[src/rtl/tiny_dnn_seq.sv]
// Convolution loop sequencer: walks oc/y/x/ic/ky/kx and streams {src, wgt, dst}
// address beats with accumulate markers, using running base registers instead of multipliers.
module tiny_dnn_seq #(
  parameter int AW = 12
) (
  input  logic          S_AXI_ACLK,
  input  logic          S_AXI_ARESETN,
  input  logic          run,
  input  logic          wwrite,
  input  logic          bwrite,
  input  logic [3:0]    id,
  input  logic [9:0]    is,
  input  logic [4:0]    iw,
  input  logic [3:0]    od,
  input  logic [9:0]    os,
  input  logic [4:0]    oh,
  input  logic [4:0]    ow,
  input  logic [9:0]    fs,
  input  logic [9:0]    ks,
  input  logic [4:0]    kh,
  input  logic [4:0]    kw,
  output logic [AW-1:0] src_addr,
  output logic [AW-1:0] wgt_addr,
  output logic [AW-1:0] dst_addr,
  output logic          acc_first,
  output logic          acc_last,
  output logic          valid,
  input  logic          ready,
  output logic          busy,
  output logic          done
);

  typedef enum logic [1:0] {IDLE, ISSUE, DONE} state_t;
  state_t state, state_n;

  logic run_d, start, zero_sz;
  logic [AW-1:0] is_e, iw_e, os_e, fs_e, ks_e, kw_e;

  logic [4:0] kx, ky, x, y, n_kx, n_ky, n_x, n_y;
  logic [3:0] ic, oc, n_ic, n_oc;
  // s_c = ic*is, s_y = y*iw, s_r = (y+ky)*iw, col = x+kx
  logic [AW-1:0] s_c, s_y, s_r, col, n_s_c, n_s_y, n_s_r, n_col;
  // w_f = oc*fs, w_c = ic*ks, w_r = ky*kw
  logic [AW-1:0] w_f, w_c, w_r, n_w_f, n_w_c, n_w_r;
  // d_c = oc*os, d_p = y*ow + x (steps by one per output pixel)
  logic [AW-1:0] d_c, d_p, n_d_c, n_d_p;

  assign is_e = AW'(is);
  assign iw_e = AW'(iw);
  assign os_e = AW'(os);
  assign fs_e = AW'(fs);
  assign ks_e = AW'(ks);
  assign kw_e = AW'(kw);

  assign start   = run & ~run_d & ~wwrite & ~bwrite;
  assign zero_sz = (od == '0) | (oh == '0) | (ow == '0) | (id == '0) | (kh == '0) | (kw == '0);

  assign valid = (state == ISSUE);
  assign busy  = (state == ISSUE);
  assign done  = (state == DONE);

  always_comb begin
    state_n = state;
    n_kx = kx;  n_ky = ky;  n_ic = ic;  n_x = x;  n_y = y;  n_oc = oc;
    n_s_c = s_c;  n_s_y = s_y;  n_s_r = s_r;  n_col = col;
    n_w_f = w_f;  n_w_c = w_c;  n_w_r = w_r;
    n_d_c = d_c;  n_d_p = d_p;
    case (state)
      IDLE: begin
        if (start) begin
          if (zero_sz) begin
            state_n = DONE;
          end else begin
            state_n = ISSUE;
            n_kx = '0;  n_ky = '0;  n_ic = '0;  n_x = '0;  n_y = '0;  n_oc = '0;
            n_s_c = '0;  n_s_y = '0;  n_s_r = '0;  n_col = '0;
            n_w_f = '0;  n_w_c = '0;  n_w_r = '0;
            n_d_c = '0;  n_d_p = '0;
          end
        end
      end
      ISSUE: begin
        if (!run) begin
          state_n = IDLE;
        end else if (ready) begin
          // Each wrap rebuilds the inner bases from the enclosing level's base.
          if (kx != kw - 5'd1) begin
            n_kx  = kx + 5'd1;
            n_col = col + AW'(1);
          end else begin
            n_kx  = '0;
            n_col = AW'(x);
            if (ky != kh - 5'd1) begin
              n_ky  = ky + 5'd1;
              n_s_r = s_r + iw_e;
              n_w_r = w_r + kw_e;
            end else begin
              n_ky  = '0;
              n_s_r = s_y;
              n_w_r = '0;
              if (ic != id - 4'd1) begin
                n_ic  = ic + 4'd1;
                n_s_c = s_c + is_e;
                n_w_c = w_c + ks_e;
              end else begin
                n_ic  = '0;
                n_s_c = '0;
                n_w_c = '0;
                n_d_p = d_p + AW'(1);
                if (x != ow - 5'd1) begin
                  n_x   = x + 5'd1;
                  n_col = AW'(x) + AW'(1);
                end else begin
                  n_x   = '0;
                  n_col = '0;
                  if (y != oh - 5'd1) begin
                    n_y   = y + 5'd1;
                    n_s_y = s_y + iw_e;
                    n_s_r = s_y + iw_e;
                  end else begin
                    n_y   = '0;
                    n_s_y = '0;
                    n_s_r = '0;
                    n_d_p = '0;
                    if (oc != od - 4'd1) begin
                      n_oc  = oc + 4'd1;
                      n_w_f = w_f + fs_e;
                      n_d_c = d_c + os_e;
                    end else begin
                      state_n = DONE;
                    end
                  end
                end
              end
            end
          end
        end
      end
      DONE:    state_n = IDLE;
      default: state_n = IDLE;
    endcase
  end

  always_ff @(posedge S_AXI_ACLK) begin
    if (!S_AXI_ARESETN) begin
      state <= IDLE;
      run_d <= 1'b0;
      kx <= '0;  ky <= '0;  ic <= '0;  x <= '0;  y <= '0;  oc <= '0;
      s_c <= '0;  s_y <= '0;  s_r <= '0;  col <= '0;
      w_f <= '0;  w_c <= '0;  w_r <= '0;
      d_c <= '0;  d_p <= '0;
      src_addr  <= '0;
      wgt_addr  <= '0;
      dst_addr  <= '0;
      acc_first <= 1'b0;
      acc_last  <= 1'b0;
    end else begin
      state <= state_n;
      run_d <= run;
      kx <= n_kx;  ky <= n_ky;  ic <= n_ic;  x <= n_x;  y <= n_y;  oc <= n_oc;
      s_c <= n_s_c;  s_y <= n_s_y;  s_r <= n_s_r;  col <= n_col;
      w_f <= n_w_f;  w_c <= n_w_c;  w_r <= n_w_r;
      d_c <= n_d_c;  d_p <= n_d_p;
      if (state_n == ISSUE) begin
        src_addr  <= n_s_c + n_s_r + n_col;
        wgt_addr  <= n_w_f + n_w_c + n_w_r + AW'(n_kx);
        dst_addr  <= n_d_c + n_d_p;
        acc_first <= (n_ic == '0) && (n_ky == '0) && (n_kx == '0);
        acc_last  <= (n_ic == id - 4'd1) && (n_ky == kh - 5'd1) && (n_kx == kw - 5'd1);
      end
    end
  end

endmodule

[config.mk]
export PLATFORM = sky130hd
export DESIGN_NAME = tiny_dnn_seq
export DESIGN_NICKNAME = d
export VERILOG_FILES = /design/src/rtl/tiny_dnn_seq.sv
export SDC_FILE = /design/constraint.sdc
export NUM_CORES = 1
export LEC_CHECK = 0
export ABC_AREA = 1
export ABC_CLOCK_PERIOD_IN_PS = 9070
export BUFFER_PORTS_ARGS = -buffer_cell sky130_fd_sc_hd__buf_2
export CAP_MARGIN = 20
export CORE_ASPECT_RATIO = 0.5
export CORE_MARGIN = 1.5
export CORE_UTILIZATION = 28
export DETAILED_ROUTE_END_ITERATION = 8
export MAX_ROUTING_LAYER = met4
export SYNTH_ARGS = -nofsm -noshare
export SYNTH_HDL_FRONTEND = slang
export SYNTH_SLANG_ARGS = --single-unit
[constraint.sdc]
create_clock -name S_AXI_ACLK -period 9.07 [get_ports S_AXI_ACLK]
set_input_delay 0.4535 -clock S_AXI_ACLK [delete_from_list [all_inputs] [get_ports S_AXI_ACLK]]
set_output_delay 0.4535 -clock S_AXI_ACLK [all_outputs]
set_load 0.005 [all_outputs]
### Yosys cells after proc, flatten, opt, wreduce, memory -nomap -nowiden

Cells that the tools add are included.

* $add $sub $neg: 28
* equal/unequal tests: 22
* multiplexer cells: 141
* bitwise operators: 11
* reduce and logical (&&, ||, !) cells: 19

Operators with widths (number)
* $mux W12: 69
* $pmux W12 S2: 9
* $mux W5: 26
* $mux W4: 17
* $add A12 B12 Y12: 5
* $add A12 B10 Y12: 4
* $add A12 B5 Y12: 4
* $pmux W5 S2: 4
* $logic_not A5 Y1: 6
* $add A12 B1 Y12 const B: 2
* $add A5 B1 Y5 const B: 4
* $mux W2: 10
* $ne A5 B5 Y1: 4
* $sub A5 B1 Y5 const B: 4
* $mux W6: 3
* $ne A2 B2 Y1 const B: 9
* $pmux W4 S2: 2
* $logic_not A4 Y1: 3
* $reduce_and A11 Y1: 1
* $eq A5 B5 Y1: 2
* $reduce_and A9 Y1: 1
* $add A4 B1 Y4 const B: 2
* $ne A4 B4 Y1: 2
* $reduce_and A8 Y1: 1
* 14 further kinds: 27

* flip-flop bits (word level): 177
* input port bits: 79
* word-level logic and storage cells: 243

### Depth between registers and ports, before layout

* word-level depth: 14
* mapped depth: 44
* gate-level depth less buffers: 44

### Least setup slack after synthesis

Ideal clock, no wire load.

* kind: in2reg
* from: input port oh[0]
* to: register wgt_addr[11]
* setup time: 0.117 ns
* arrival time: 5.252 ns
* data required time: 8.953 ns
* slack: 3.701 ns
* stages: 38
* path buffers: 1
* cells stage by stage: inv_1 ha_1 xor2_1 nand2_1 nor2_1 nand3_4 nor2_8 nand2_4 nor2_4 inv_2 nor2_8 inv_4 nor2_8 buf_6 o21ai_1 or2_1 inv_1 fa_1 [... 2 more ...] inv_1 fa_1 o21ai_0 nand3_1 nand2_1 nand3_1 nand2_1 a21oi_1 nor2_1 nor2_1 inv_1 nand2_1 nand2_1 nand3_1 nand3_1 nand2_1 nor2_1 nor2_1

* word-level cells in the longest chain between the ends: 13
* elaborated cells on any way between the ends: 41
* classes of those cells: 4 x add/sub; 2 x eq/ne; 29 x mux; 5 x bitwise; 1 x reduce/logical

Ends and longest elaborated chain
* from (decl): RTL line 16 `input logic [4:0] oh,`
* $sub A5 B1 Y5: RTL line 116 `if (y != oh - 5'd1) begin`
* $ne A5 B5 Y1: RTL line 116
* $mux W12: RTL line 116
* $mux W12: RTL line 110 `if (x != ow - 5'd1) begin`
* $mux W12: RTL line 101 `if (ic != id - 4'd1) begin`
* $mux W12: RTL line 93 `if (ky != kh - 5'd1) begin`
* $mux W12: RTL line 87 `if (kx != kw - 5'd1) begin`
* $mux W12: RTL line 85 `end else if (ready) begin`
* $mux W12: RTL line 83 `if (!run) begin`
* $pmux W12 S2 (*): RTL line 68 `case (state)`
* named net n_w_f[1]: RTL line 44 `logic [AW-1:0] w_f, w_c, w_r, n_w_f, n_w_c, n_w_r;`
* $add A12 B12 Y12 (*) (2 in a row): RTL line 166 `wgt_addr <= n_w_f + n_w_c + n_w_r + AW'(n_kx);`
* $add A12 B5 Y12 (*): RTL line 166
* to (signal assigned): RTL line 166
* to (decl): RTL line 23 `output logic [AW-1:0] wgt_addr,`

The timed path passes the listed nets; every way through them passes the cells marked *.
A chain may end at the register's enable or synchronous reset.

### Final worst setup path

* from: input port kh[0]
* to: register wgt_addr[11]

* word-level cells in the longest chain between the ends: 10
* elaborated cells on any way between the ends: 40
* classes of those cells: 4 x add/sub; 2 x eq/ne; 31 x mux; 2 x bitwise; 1 x reduce/logical

Ends and longest elaborated chain
* from (decl): RTL line 20 `input logic [4:0] kh,`
* $sub A5 B1 Y5: RTL line 93
* $ne A5 B5 Y1: RTL line 93
* $mux W12: RTL line 93
* $mux W12: RTL line 87
* $mux W12: RTL line 85
* $mux W12: RTL line 83
* $pmux W12 S2 (*): RTL line 68
* named net n_w_f[1]: RTL line 44
* $add A12 B12 Y12 (*) (2 in a row): RTL line 166
* $add A12 B5 Y12 (*): RTL line 166

Marked as above.

==> out/qor.yml <==
synth_edf_count: 0
numCtsBuffers: 17
clk_pin_slew_ns: 0.08
dieArea_um2: 52600
cts.hold.buffers_added: 0
core_um2: 50400
fillers: 5498
area_growth_pct: 12.7
maxCapViolations: 0
fmax_mhz: 152
final_common_cell: "nand2_1"
p_int_mw: 1.25
finalSetupTns_ns: 0
syn_inst: 2087
vias: 13900
async_flop_share_pct: 0
max_slew_margin_pct: 45.2
powerDensity_nw_per_um2: 110
numClockSinks: 177
synth_warnings: 0
r2r-start: "ky[0]"
gr-max-usage-layer: "met2"
fin_ws_ns: 2.50
finClkSkew_ns: 0.0185
start_util_pct: 28.4
cp-endpoint: "wgt_addr[11]"
synth_top_flop_cell: "dfxtp_1"
ys_ff_latch: 177
ioPinCount: 120
setup_violations: 0
root_buffer: "clkbuf_16"
clock_latency_ns: 0.46
seq_area_frac_synth_pct: 24.7
swShare_pct: 29.3
drt_iter0_drc: 993
p_seq_share_pct: 45.3
nets: 2406
detail-route-antenna-nets: 0
post-dp-hpwl_um: 34300
drive_gt1_share_pct: 11.4
power_frac_clock_pct: 41.9
gp_congestion: 0.930
grt_first_pass_wirelength_um: 70500
synthDistinctLibCells: 64
grt_start_max_net_pins: 67
syn_nets: 2313
drt-total-wl_um: 44700
dp_slack_ns: 2.04
crit_start: "kh[0]"
clk_path_buf_depth: 2
leakage_nw: 7.68
grt_pass1_vias: 13200
fin_crit_sh_pct: 72.5
tightest_slew_ns: 0.821
grt_overflow: 0
critPathKind: "in -> reg"
synthTopCellsByArea: "dfxtp_1 (25%), nand2_1 (11%), ha_1 (9.7%)"
startpoint_type: "primary input"
synth_area_um2: 14300
critPathCaptureType: "register"
r2r_end: "wgt_addr[11]"
required_ns: 9.42
antenna_found_initial: 0
num_antenna_cells: 0
hold_path.class: "in -> reg"
use_met1_pct: 21.3
status: "complete, no violations"
wire_per_inst_um: 15.5
power_switching_mw: 0.519
layout_common_cells: "nand2_1 (428), inv_1 (273), nor2_1 (206), dfxtp_1 (177), a21oi_1 (171)"
track_usage_pct: 17.7
ir_worst_vdd_v: 0.000127
die_x_um: 323
drc_errors: 0
hold_viol: 0
htree_levels: 4
cpPeakStageDelay_ns: 0.62
die_y_um: 163
post_cts_buffers: 0
avgSynthCellArea_um2: 6.86
finalMaxSlewViolations: 0
r2r_cells: 36
fin_hold_ws_ns: 0.336
rsz0062_at_grt: "false"
netlist.top_cell.by_area: "dfxtp_1"
crit_top_cell: "nand2_1"
port_buffers: 119
cts-resized-gates: 0
use_met3_pct: 2.33
cp_data_arrival_time_ns: 6.93
period_minus_slack_ns: 6.57
cts_tree: "done"
combPwrFrac_pct: 12.8
row_count: 58
worst_path_max_delay_cell: "nor2_2"
rrSetupSlack_ns: 2.63
synth_top_area_share_pct: 24.7
drt-vias-per-instance: 4.84
grtUsageMet2_pct: 30.8
drt_pass1_iterations: 7
cp_max_fo: 15
layer usage:
layer,part of all wire (%),up-vias
met2,49,295
met1,45,6479
met3,4.2,55
met5,0,-
li1,-,7098
met4,2.6,0
flip-flops by register name (all words and copies together), names as in the netlist, 12 cells and up:
name	count
d_c	12
d_p	12
wgt_addr	12
dst_addr	12
col	12
w_r	12
w_f	12
src_addr	12
s_r	12
w_c	12
s_y	12
s_c	12
how the worst min path moves through the flow:
stage	from	to	slack (ns)	cells past startpoint
detailed placement	s_y[10]	s_y[10]	0.46	2
CTS	bwrite	state[1]	0.32	4
global placement	s_y[10]	s_y[10]	0.45	2
floorplan	s_y[10]	s_y[10]	0.44	2
finish	bwrite	state[1]	0.34	4
global route	bwrite	state[1]	0.35	4
stage by stage:
stage / std cells / util [%] / power [mW] / instance area [µm²]
6_report: 2880 / 32.0 / 1.77 / 16100
4_1_cts: 2879 / 32.0 / 1.78 / 16100
3_3_place_gp: 2850 / 30.9 / 1.04 / 15600
2_1_floorplan: 2087 / - / 0.960 / 14300
5_1_grt: 2880 / 32.0 / 1.84 / 16100
3_5_place_dp: 2850 / 30.9 / 1.05 / 15600
kinds of logic (layout without fill, tap and decap cells):
kind of cell             count (synthesis)  after routing  synth area share (%)
adder cells (fa/ha/maj)                147            147                  14.7
flip-flops                             177            177                  24.7
XOR/XNOR                                73             73                  4.46
multiplexers                             2              2                 0.140
AND/OR/NAND/NOR                        928            928                  29.7
AO/OA/AOI/OAI                          409            409                  16.5
buffers and inverters                  351            454                  9.69
final cells by class:
| type | count | area [µm²] | area share [%] |
|---|---|---|---|
| clock buffer | 18 | 439 | 2.72 |
| tap | 690 | 863 | 5.35 |
| inverter | 294 | 1110 | 6.87 |
| timing repair buffer | 131 | 686 | 4.25 |
| sequential | 177 | 3540 | 22.0 |
| clock inverter | 11 | 110 | 0.682 |
| multi-input combinational | 1559 | 9390 | 58.2 |
cell usage after synthesis, types with 4 or more instances:
cell type / instances
a21oi_1: 171
o21ai_1: 12
nor2_4: 5
nand2_4: 5
or2_1: 10
buf_6: 6
fa_1: 36
o211ai_1: 17
nand2_1: 428
dfxtp_1: 177
and2_1: 7
a21o_1: 7
a21boi_0: 4
a31oi_1: 13
inv_2: 19
inv_1: 273
nand2_2: 7
or2_2: 14
a32oi_1: 5
ha_1: 111
nor2_8: 6
nand3_1: 130
a211oi_1: 9
a22o_1: 4
nand4_1: 34
o21a_1: 6
nor3_1: 32
o21bai_1: 8
nand3b_1: 9
xor2_1: 50
xnor2_1: 23
buf_2: 13
nor2_1: 206
o22ai_1: 5
o21ai_0: 113
a22oi_1: 11
clkbuf_1: 34
nor2_2: 10
nor4_1: 8
power by group through the flow:
stage | registers [mW] | clock network, mW | logic [mW]
3_3_place_gp | 0.819 | 0 | 0.225
2_1_floorplan | 0.818 | 0 | 0.142
6_report | 0.801 | 0.742 | 0.227
3_5_place_dp | 0.819 | 0 | 0.226
4_1_cts | 0.801 | 0.754 | 0.228
5_1_grt | 0.803 | 0.781 | 0.252
critical path: cells and delay by family:
family	cells	cell delay, ns
compound gates	3	0.45
fa+ha+maj	5	1.75
buf+inv	8	0.67
simple gates	25	3.57
(Power assumes the default switching activity.)
